$ cat src/rtl/piso_tx.sv
// piso_tx: parallel-in / serial-out transmitter, MSB first.
//
// A word offered on data_in is taken when load_valid && load_ready at a
// rising clk edge, then shifted out one bit per cycle on so with so_valid
// high.  done pulses on the last frame bit, which is also the one cycle
// (besides IDLE) where load_ready is high, so back-to-back words stream
// with no gap.
//
// Optional feature: define PISO_TX_PARITY_EN to append one even-parity
// bit (XOR of the captured word) after data_in[0]; done and load_ready
// then move to that parity cycle.  Default build has no parity logic.
//
// Ports:
//   clk        rising-edge clock
//   rst        asynchronous active-high reset
//   load_valid parallel word offered on data_in
//   load_ready block accepts a word this cycle (registered, 1 in reset)
//   data_in    WIDTH-bit parallel word, sampled only on accept
//   so         serial data out (registered)
//   so_valid   so carries a frame bit (registered)
//   busy       frame in progress (registered)
//   done       one-cycle pulse on the last frame bit (registered)

module piso_tx #(
    parameter int unsigned WIDTH = 4
) (
    input  logic             clk,
    input  logic             rst,
    input  logic             load_valid,
    output logic             load_ready,
    input  logic [WIDTH-1:0] data_in,
    output logic             so,
    output logic             so_valid,
    output logic             busy,
    output logic             done
);

    localparam int unsigned CW = $clog2(WIDTH + 1);

`ifdef PISO_TX_PARITY_EN
    typedef enum logic [1:0] {
        IDLE   = 2'd0,
        SHIFT  = 2'd1,
        PARITY = 2'd2
    } state_t;
`else
    typedef enum logic {
        IDLE  = 1'b0,
        SHIFT = 1'b1
    } state_t;
`endif

    state_t           state;
    // Holds the bits still to be sent, next one at the top.
    logic [WIDTH-1:0] shreg;
    // Bits remaining in the frame including the one currently on so.
    logic [CW-1:0]    cnt;
`ifdef PISO_TX_PARITY_EN
    logic             par;
`endif
    logic             accept;

    assign accept = load_valid && load_ready;

    // Frame sequencer with registered outputs.
    always_ff @(posedge clk or posedge rst) begin
        if (rst) begin
            state      <= IDLE;
            shreg      <= '0;
            cnt        <= '0;
            so         <= 1'b0;
            so_valid   <= 1'b0;
            busy       <= 1'b0;
            done       <= 1'b0;
            load_ready <= 1'b1;
`ifdef PISO_TX_PARITY_EN
            par        <= 1'b0;
`endif
        end else if (accept) begin
            // MSB goes straight to so; the rest waits in shreg.
            state      <= SHIFT;
            shreg      <= {data_in[WIDTH-2:0], 1'b0};
            cnt        <= CW'(WIDTH);
            so         <= data_in[WIDTH-1];
            so_valid   <= 1'b1;
            busy       <= 1'b1;
            done       <= 1'b0;
            load_ready <= 1'b0;
`ifdef PISO_TX_PARITY_EN
            par        <= ^data_in;
`endif
        end else begin
            case (state)
                SHIFT: begin
                    if (cnt != '0) begin
                        cnt <= cnt - CW'(1);
                    end
                    if (cnt == CW'(1)) begin
`ifdef PISO_TX_PARITY_EN
                        // Data done; one extra cycle carries the parity bit.
                        state      <= PARITY;
                        so         <= par;
                        so_valid   <= 1'b1;
                        busy       <= 1'b1;
                        done       <= 1'b1;
                        load_ready <= 1'b1;
`else
                        state      <= IDLE;
                        so         <= 1'b0;
                        so_valid   <= 1'b0;
                        busy       <= 1'b0;
                        done       <= 1'b0;
                        load_ready <= 1'b1;
`endif
                    end else begin
                        shreg    <= {shreg[WIDTH-2:0], 1'b0};
                        so       <= shreg[WIDTH-1];
                        so_valid <= 1'b1;
                        busy     <= 1'b1;
`ifdef PISO_TX_PARITY_EN
                        done       <= 1'b0;
                        load_ready <= 1'b0;
`else
                        // Next cycle carries data_in[0], the last frame bit.
                        done       <= (cnt == CW'(2));
                        load_ready <= (cnt == CW'(2));
`endif
                    end
                end
`ifdef PISO_TX_PARITY_EN
                PARITY: begin
                    state      <= IDLE;
                    so         <= 1'b0;
                    so_valid   <= 1'b0;
                    busy       <= 1'b0;
                    done       <= 1'b0;
                    load_ready <= 1'b1;
                end
`endif
                default: begin
                    state      <= IDLE;
                    so         <= 1'b0;
                    so_valid   <= 1'b0;
                    busy       <= 1'b0;
                    done       <= 1'b0;
                    load_ready <= 1'b1;
                end
            endcase
        end
    end

endmodule

$ cat config.mk
export PLATFORM = sky130hd
export DESIGN_NAME = piso_tx
export DESIGN_NICKNAME = d
export VERILOG_FILES = /design/src/rtl/piso_tx.sv
export SDC_FILE = /design/constraint.sdc
export NUM_CORES = 1
export LEC_CHECK = 0
export CAP_MARGIN = 40
export CORE_ASPECT_RATIO = 1.2
export CORE_UTILIZATION = 35
export CTS_BUF_LIST = sky130_fd_sc_hd__clkbuf_16
export CTS_CLUSTER_SIZE = 25
export DETAILED_ROUTE_END_ITERATION = 6
export GPL_ROUTABILITY_DRIVEN = 1
export PLACE_DENSITY = 0.71
export SETUP_SLACK_MARGIN = 0.2
export SYNTH_ARGS = -nofsm -noshare
export SYNTH_HDL_FRONTEND = slang
export SYNTH_SLANG_ARGS = --single-unit
$ cat constraint.sdc
create_clock -name clk -period 1.5 [get_ports clk]
set_input_delay 0.45 -clock clk [delete_from_list [all_inputs] [get_ports clk]]
set_output_delay 0.45 -clock clk [all_outputs]
set_load 0.05 [all_outputs]
==> metrics.md, run 1 <==
| Metric | Value |
|---|---|
| Status | `finished, final reports clean` |
| Area occupied by multi-input gates | `265 µm²` |
| Clock sink count | `10` |
| Cell area after layout | `823 µm²` |
| Die Area | `0.00172 mm²` |
| Worst-path clk slew | `about 0.04 ns` |
| Worst-path maximum fanout | `2` |
| I/O pins | `12` |
| Lkg Pwr | `0.384 nW` |
| RSZ-0062 raised after global routing | `true` |
| Die Y | `~45 µm` |
| Cell family with most CP delay | `flip-flops` |
| Pwr dens | `2460 mW/mm²` |
| Largest net degree at the start of global routing | `11` |
| Overflow after GRT | `0` |
| Global Route Usage Sum | `0.156` |
| Num CTS Buffers | `3` |
| Worst Tran Pin Value | `0.394 ns` |
| Diodes inserted | `0` |
| Initial drt markers | `20` |
| Layout Cells excl Fill | `87` |
| # rows | `15` |
| Synthesized area | `547 µm²` |
| Vias in the first global route | `438` |
| Data arrival, critical path | `0.92 ns` |
| Highest Clock Rate | `731 MHz` |
| Buf/Inv on CP | `1` |
| Seq pwr share | `0.251` |
| Post-DP HPWL | `roughly 700 µm` |
| Port Buf Inserts | `11` |
| Setup Skew | `0.00145 ns` |
| Yosys warnings | `0` |
| Fillers | `120` |
| Post-DP Area | `roughly 720 µm²` |
| CTS tree | `built` |
| H-tree depth reported by CTS | `1` |
| Comb pwr share | `0.513` |
| Critical Path Max Stage Delay | `0.54 ns` |
| Startpoint Class | `flop` |
| Drt via density | `5.13` |
| Synth Register Bits | `10` |
| Max VDD drop | `0.969 mV` |
| Slowest CP cell | `dfstp_2` |
| DR WL/cell | `about 13 µm` |
| Max-slew violations | `0` |
| Max-cap violations | `0` |
| Mapped Cells | `54` |
| Antenna violations before repair | `0` |
| 1st-pass router iterations | `4` |
| Final Hold Viols | `0` |
| Routed Antenna Nets | `0` |
| Die W | `~38 µm` |
| Core ar. | `between 0.001 and 0.0015 mm²` |
| Final-report setup violation count | `0` |
| Final min period | `1.37 ns` |
| Syn Nets | `65` |
| Final Cycle Share | `0.912` |
| Total chip power | `2.03 mW` |
| Root buf cell | `clkbuf_16` |
| Min-delay worst type | `in -> async` |
| Routed vias | `about 450` |
| DP Cell Count | `81` |
| Int Pwr | `1.25 mW` |
| CTS Buffer Depth | `2` |
| Gpl congestion | `about 0.83` |
| Mapped Avg Cell Area | `~10 µm²` |
| Clock share of power | `0.237` |
| Storage element area | `between 200 and 300 µm²` |
| Layout cells sized above 1 | `0.357` |
| Total wire length | `1130 µm` |
| Util after Layout | `0.570` |
| Net Sw Frac | `0.380` |
| Post-synthesis sequential area ratio | `0.460` |
| WP data required | `roughly 1.1 ns` |
| Worst setup EP type | `output port` |
| Final #Nets | `82` |
| Crit Path Category | `reg -> out` |
| Netlist cell types | `24` |
| Slew headroom | `0.737` |
| Layout Area Growth over Synthesis | `50.6%` |
| Crit-path cells | `buf_12` |
| Clock latency on the worst-skew pair | `0.24 ns` |
| First-pass GRT wire length | `around 1800 µm` |
| DRC viols | `0` |
| Initial Util | `0.378` |
| Psw | `between 0.7 and 0.8 mW` |
-- cells by family after synthesis --
kind of cell	after synthesis	synth area share
and+or+nand+nor	18	0.190
DFF	10	0.460
adders and majority gates	4	0.0915
muxes	1	0.0183
buffers and inverters	7	0.0755
AOI/OAI and AO/OA	14	0.165
-- Yosys cell counts --
| library cell | n | share of area |
|---|---|---|
| nand2b_4 | 1 | 0.025 |
| dfstp_2 | 1 | 0.048 |
| a311oi_2 | 1 | 0.027 |
| nand2b_2 | 2 | 0.032 |
| and2_1 | 1 | 0.011 |
| nand2_1 | 7 | 0.048 |
| o21ai_1 | 1 | 0.0091 |
| o21ai_0 | 4 | 0.037 |
| nor2_1 | 3 | 0.021 |
| dfrtp_1 | 9 | 0.41 |
| nor3_2 | 1 | 0.018 |
| and2b_1 | 1 | 0.014 |
| a21oi_1 | 3 | 0.027 |
| clkbuf_8 | 1 | 0.025 |
| a21oi_2 | 1 | 0.016 |
| mux2i_1 | 1 | 0.018 |
| nand2_2 | 1 | 0.011 |
| buf_4 | 1 | 0.014 |
| buf_2 | 1 | 0.0091 |
| ha_1 | 4 | 0.092 |
| a21o_1 | 1 | 0.014 |
| nand3_1 | 1 | 0.0091 |
| inv_1 | 4 | 0.027 |
| a31oi_1 | 3 | 0.034 |
-- through the flow --
| stage | hold slack [ns] | setup TNS [ns] | setup WS [ns] |
|---|---|---|---|
| after floorplan | 0.289 | 0 | 0.242 |
| after global placement | 0.528 | 0 | 0.00751 |
| after detailed placement | 0.533 | -0.0135 | -0.0135 |
| after CTS | 0.513 | 0 | 0.130 |
| after global routing | 0.552 | 0 | 0.117 |
| final | 0.495 | 0 | 0.132 |
-- routing by layer --
metal | up-vias | part of all wire | GRT usage
met1 | 210 | 0.39 | 0.156
met4 | 0 | 0.028 | 0.129
met5 | - | 0 | 0
met3 | 3 | 0.059 | 0.0443
met2 | 22 | 0.52 | 0.261
li1 | 211 | - | -
-- state kept, by name, indices dropped and copies added (netlist names) --
register	flops
so	1
load_ready	1
cnt	3
state	1
done	1
shreg	3
-- worst paths after layout --
| check | start | to | slack (ns) | depth (start not counted) |
|---|---|---|---|---|
| min | rst | done | 0.50 | 2 |
| min reg2reg | shreg[3] | so | 0.53 | 2 |
| max | load_ready | load_ready | 0.13 | 1 |
| max reg2reg | cnt[1] | shreg[2] | 0.26 | 5 |
| min in group clk | shreg[3] | so | 0.53 | 2 |
| max in group asynchronous | rst | load_ready | 0.69 | 2 |
-- placed cells by master (no fill, tap or decap), drive strengths merged --
cell type,count
inv,4
nand3,1
nor2,3
o21ai,5
nor3,1
dfrtp,9
clkdlybuf4s50,6
ha,4
nand2b,3
and2,1
and2b,1
dfstp,1
a21o,1
a31oi,3
buf,9
clkinv,1
mux2i,1
a311oi,1
a21oi,4
clkbuf,3
nand2,8
-- repair_timing --
| action | in CTS | in global routing |
|---|---|---|
| hold buffers | 0 | 0 |
| setup buffers | 2 | 0 |
| gates resized for setup | 1 | 5 |
| endpoints found under the setup margin | 4 | 8 |
-- area by class of cell --
type | count | share of cell area
repair buffers | 15 | 0.231
flip-flops and latches | 10 | 0.307
multi-input cells | 37 | 0.322
clock inverters | 1 | 0.00456
inverters | 4 | 0.0182
clock buffers | 3 | 0.0912
well taps | 17 | 0.0258
-- power by group through the flow --
stage / Clock (mW) / Combinational (mW) / Sequential (mW)
floorplan: 0 / 0.529 / 0.618
global placement: 0 / 0.920 / 0.538
detailed placement: 0 / 0.933 / 0.542
CTS: 0.484 / 1.02 / 0.505
global route: 0.502 / 1.13 / 0.523
finish: 0.479 / 1.04 / 0.507
(Power assumes the default switching activity.)
==> run 2, diff against run 1 <==
Settings changed: SKIP_LAST_GASP set to 1.
==> results of run 2 <==
Same layout as run 1: the final DEF is identical, and so are final timing and power.
==> run 3, diff against run 2 <==
Settings changed: SKIP_CTS_REPAIR_TIMING set to 1.
==> run 3 against run 2 <==
Compared with the run above: sequential power rose by 1%; worst setup slack worse by 0.0049 ns; critical path depth did not move; flip-flop and latch count did not move; utilization is 2.6 points higher; clock power increased by 1%; global-route usage rose by 0.10 points; non-clock buffer count rose by 5; largest cell class unchanged.
==> metrics.md, run 3 (same netlist as run 1, synthesis figures left out) <==
| Metric | Value |
|---|---|
| Status | `finished, final reports clean` |
| CTS Buffer Depth | `2 (unchanged)` |
| Clock sink count | `10 (unchanged)` |
| RSZ-0062 raised after global routing | `true` |
| Port Buf Inserts | `11 (unchanged)` |
| GRT met3 Usage | `0.0443 (unchanged)` |
| Worst Tran Pin Value | `0.399 ns (+0.00501 ns)` |
| Min-delay worst type | `in -> async` |
| Max-cap violations | `0 (unchanged)` |
| Num CTS Buffers | `3 (unchanged)` |
| Worst-path clk slew | `0.04 ns (about the same)` |
| Crit-path cells | `buf_12` |
| Fillers | `117 (-2.5%)` |
| Root buf cell | `clkbuf_16` |
| Final #Nets | `87 (+6.1%)` |
| DR WL/cell | `13.2 µm (+1.4%)` |
| Max VDD drop | `0.984 mV (+1.5%)` |
| Largest registers | `cnt x3, shreg x3` |
| Cell family with most CP delay | `flip-flops` |
| Critical Path Max Stage Delay | `0.55 ns (about the same)` |
| Slowest CP cell | `dfstp_2` |
| Initial Util | `0.378 (unchanged)` |
| Startpoint Class | `flop` |
| Post-DP HPWL | `701 µm (unchanged)` |
| Die Area | `0.00172 mm² (unchanged)` |
| 1st-pass router iterations | `4 (unchanged)` |
| Clock latency on the worst-skew pair | `0.24 ns (about the same)` |
| Buf/Inv on CP | `1 (unchanged)` |
| I/O pins | `12 (unchanged)` |
| Int Pwr | `1.32 mW (+5.3%)` |
| Max-slew violations | `0 (unchanged)` |
| GR Util met2 | `0.247 (-0.0136)` |
| Placement Setup Slack | `-0.0135 ns (unchanged)` |
| Setup Skew | `0.00104 ns (-0.000415 ns)` |
| Initial drt markers | `29 (+45%)` |
| H-tree depth reported by CTS | `1 (unchanged)` |
| Crit Path Category | `reg -> out` |
| DRC viols | `0 (unchanged)` |
| Comb pwr share | `0.530 (+0.017)` |
| Busiest grt layer | `met2` |
| Final min period | `1.37 ns (+0.00489 ns)` |
| Die Y | `45.3 µm (unchanged)` |
| Final Hold Viols | `0 (unchanged)` |
| Highest Clock Rate | `729 MHz (-0.36%)` |
| Overflow after GRT | `0 (unchanged)` |
| Lkg Pwr | `0.407 nW (+5.9%)` |
| WP data required | `1.05 ns (about the same)` |
| Routed Antenna Nets | `0 (unchanged)` |
| CTS tree | `built` |
| Die W | `38.1 µm (unchanged)` |
| Clock share of power | `0.228 (-0.009)` |
| Final Cycle Share | `0.915 (+0.00326)` |
| Psw | `0.804 mW (+4.4%)` |
| Layout Area Growth over Synthesis | `57.4%` |
| Total wire length | `1210 µm (+7.3%)` |
| # rows | `15 (unchanged)` |
| Global Route Usage Sum | `0.157 (+0.00101)` |
| Pwr dens | `2470 mW/mm² (+0.38%)` |
| Storage element area | `253 µm² (unchanged)` |
| Seq pwr share | `0.242 (-0.009)` |
| Cell area after layout | `861 µm² (+4.6%)` |
| Area occupied by multi-input gates | `265 µm² (unchanged)` |
| FF-to-FF setup slack | `0.25 ns (about the same)` |
| Net Sw Frac | `0.378 (-0.00199)` |
| First-pass GRT wire length | `1780 µm (+0.79%)` |
| Core ar. | `0.00145 mm² (unchanged)` |
| Antenna violations before repair | `0 (unchanged)` |
| Largest net degree at the start of global routing | `13 (+2)` |
| Slew headroom | `0.733 (-0.00334)` |
| Worst-path maximum fanout | `2 (unchanged)` |
| Final WS setup | `0.128 ns (-0.00489 ns)` |
| Layout cells sized above 1 | `0.400 (+0.0429)` |
| Diodes inserted | `0 (unchanged)` |
| Vias in the first global route | `420 (-4.1%)` |
| Most frequent cells in the layout | `buf_4, dfrtp_1, nand2_1, clkdlybuf4s50_1, buf_12` |
| Routed vias | `466 (+4.5%)` |
| Final-report setup violation count | `0 (unchanged)` |
| Data arrival, critical path | `0.92 ns (about the same)` |
| Worst setup EP type | `output port` |
| Post-DP Area | `718 µm² (unchanged)` |
| Gpl congestion | `0.835 (unchanged)` |
| Met1 Usage GRT | `0.171 (+0.0156)` |
| Drt via density | `5.07 (-1.2%)` |
| Most common cell after layout, fill and taps aside | `buf_4` |
run 3: cell count changes in the layout (fill, tap and decap cells not counted):
cell   change
buf_4      +5
run 3: power by group through the flow:
stage	Clock, mW	Sequential (mW)	Combinational (mW)
2_1_floorplan	0	0.618	0.529
5_1_grt	0.502	0.527	1.22
4_1_cts	0.484	0.539	0.949
3_5_place_dp	0	0.542	0.933
6_report	0.485	0.514	1.13
3_3_place_gp	0	0.538	0.920
run 3: stage by stage:
stage	utilization	setup TNS, ns	total power, mW	instances	hold slack [ns]
finish	0.596	0	2.13	92	0.497
global route	0.596	0	2.25	92	0.552
CTS	0.552	0	1.97	85	0.513
detailed placement	0.497	-0.0135	1.47	81	0.533
global placement	0.497	0	1.46	81	0.528
floorplan	-	0	1.15	54	0.289
run 3: final timing paths:
kind / startpoint / cells past startpoint / endpoint
max in group asynchronous: rst / 2 / load_ready
setup reg to reg: cnt[1] / 5 / shreg[2]
min in group clk: shreg[3] / 2 / so
hold / removal: rst / 2 / done
setup / recovery: load_ready / 1 / load_ready
hold reg to reg: shreg[3] / 2 / so
run 3: area by class of cell:
class / count / share of cell area
Multi-Input combinational cell: 37 / 0.308
Clock inverter: 1 / 0.00436
Clock buffer: 3 / 0.0872
Timing Repair Buffer: 20 / 0.265
Inverter: 4 / 0.0174
Tap cell: 17 / 0.0247
Sequential cell: 10 / 0.294
run 3: per-layer routing:
metal	routed length (µm)	part of all wire	vias up
li1	-	-	222
met1	458	0.38	214
met2	643	0.53	25
met3	72	0.059	5
met4	37	0.031	0
met5	0	0	-
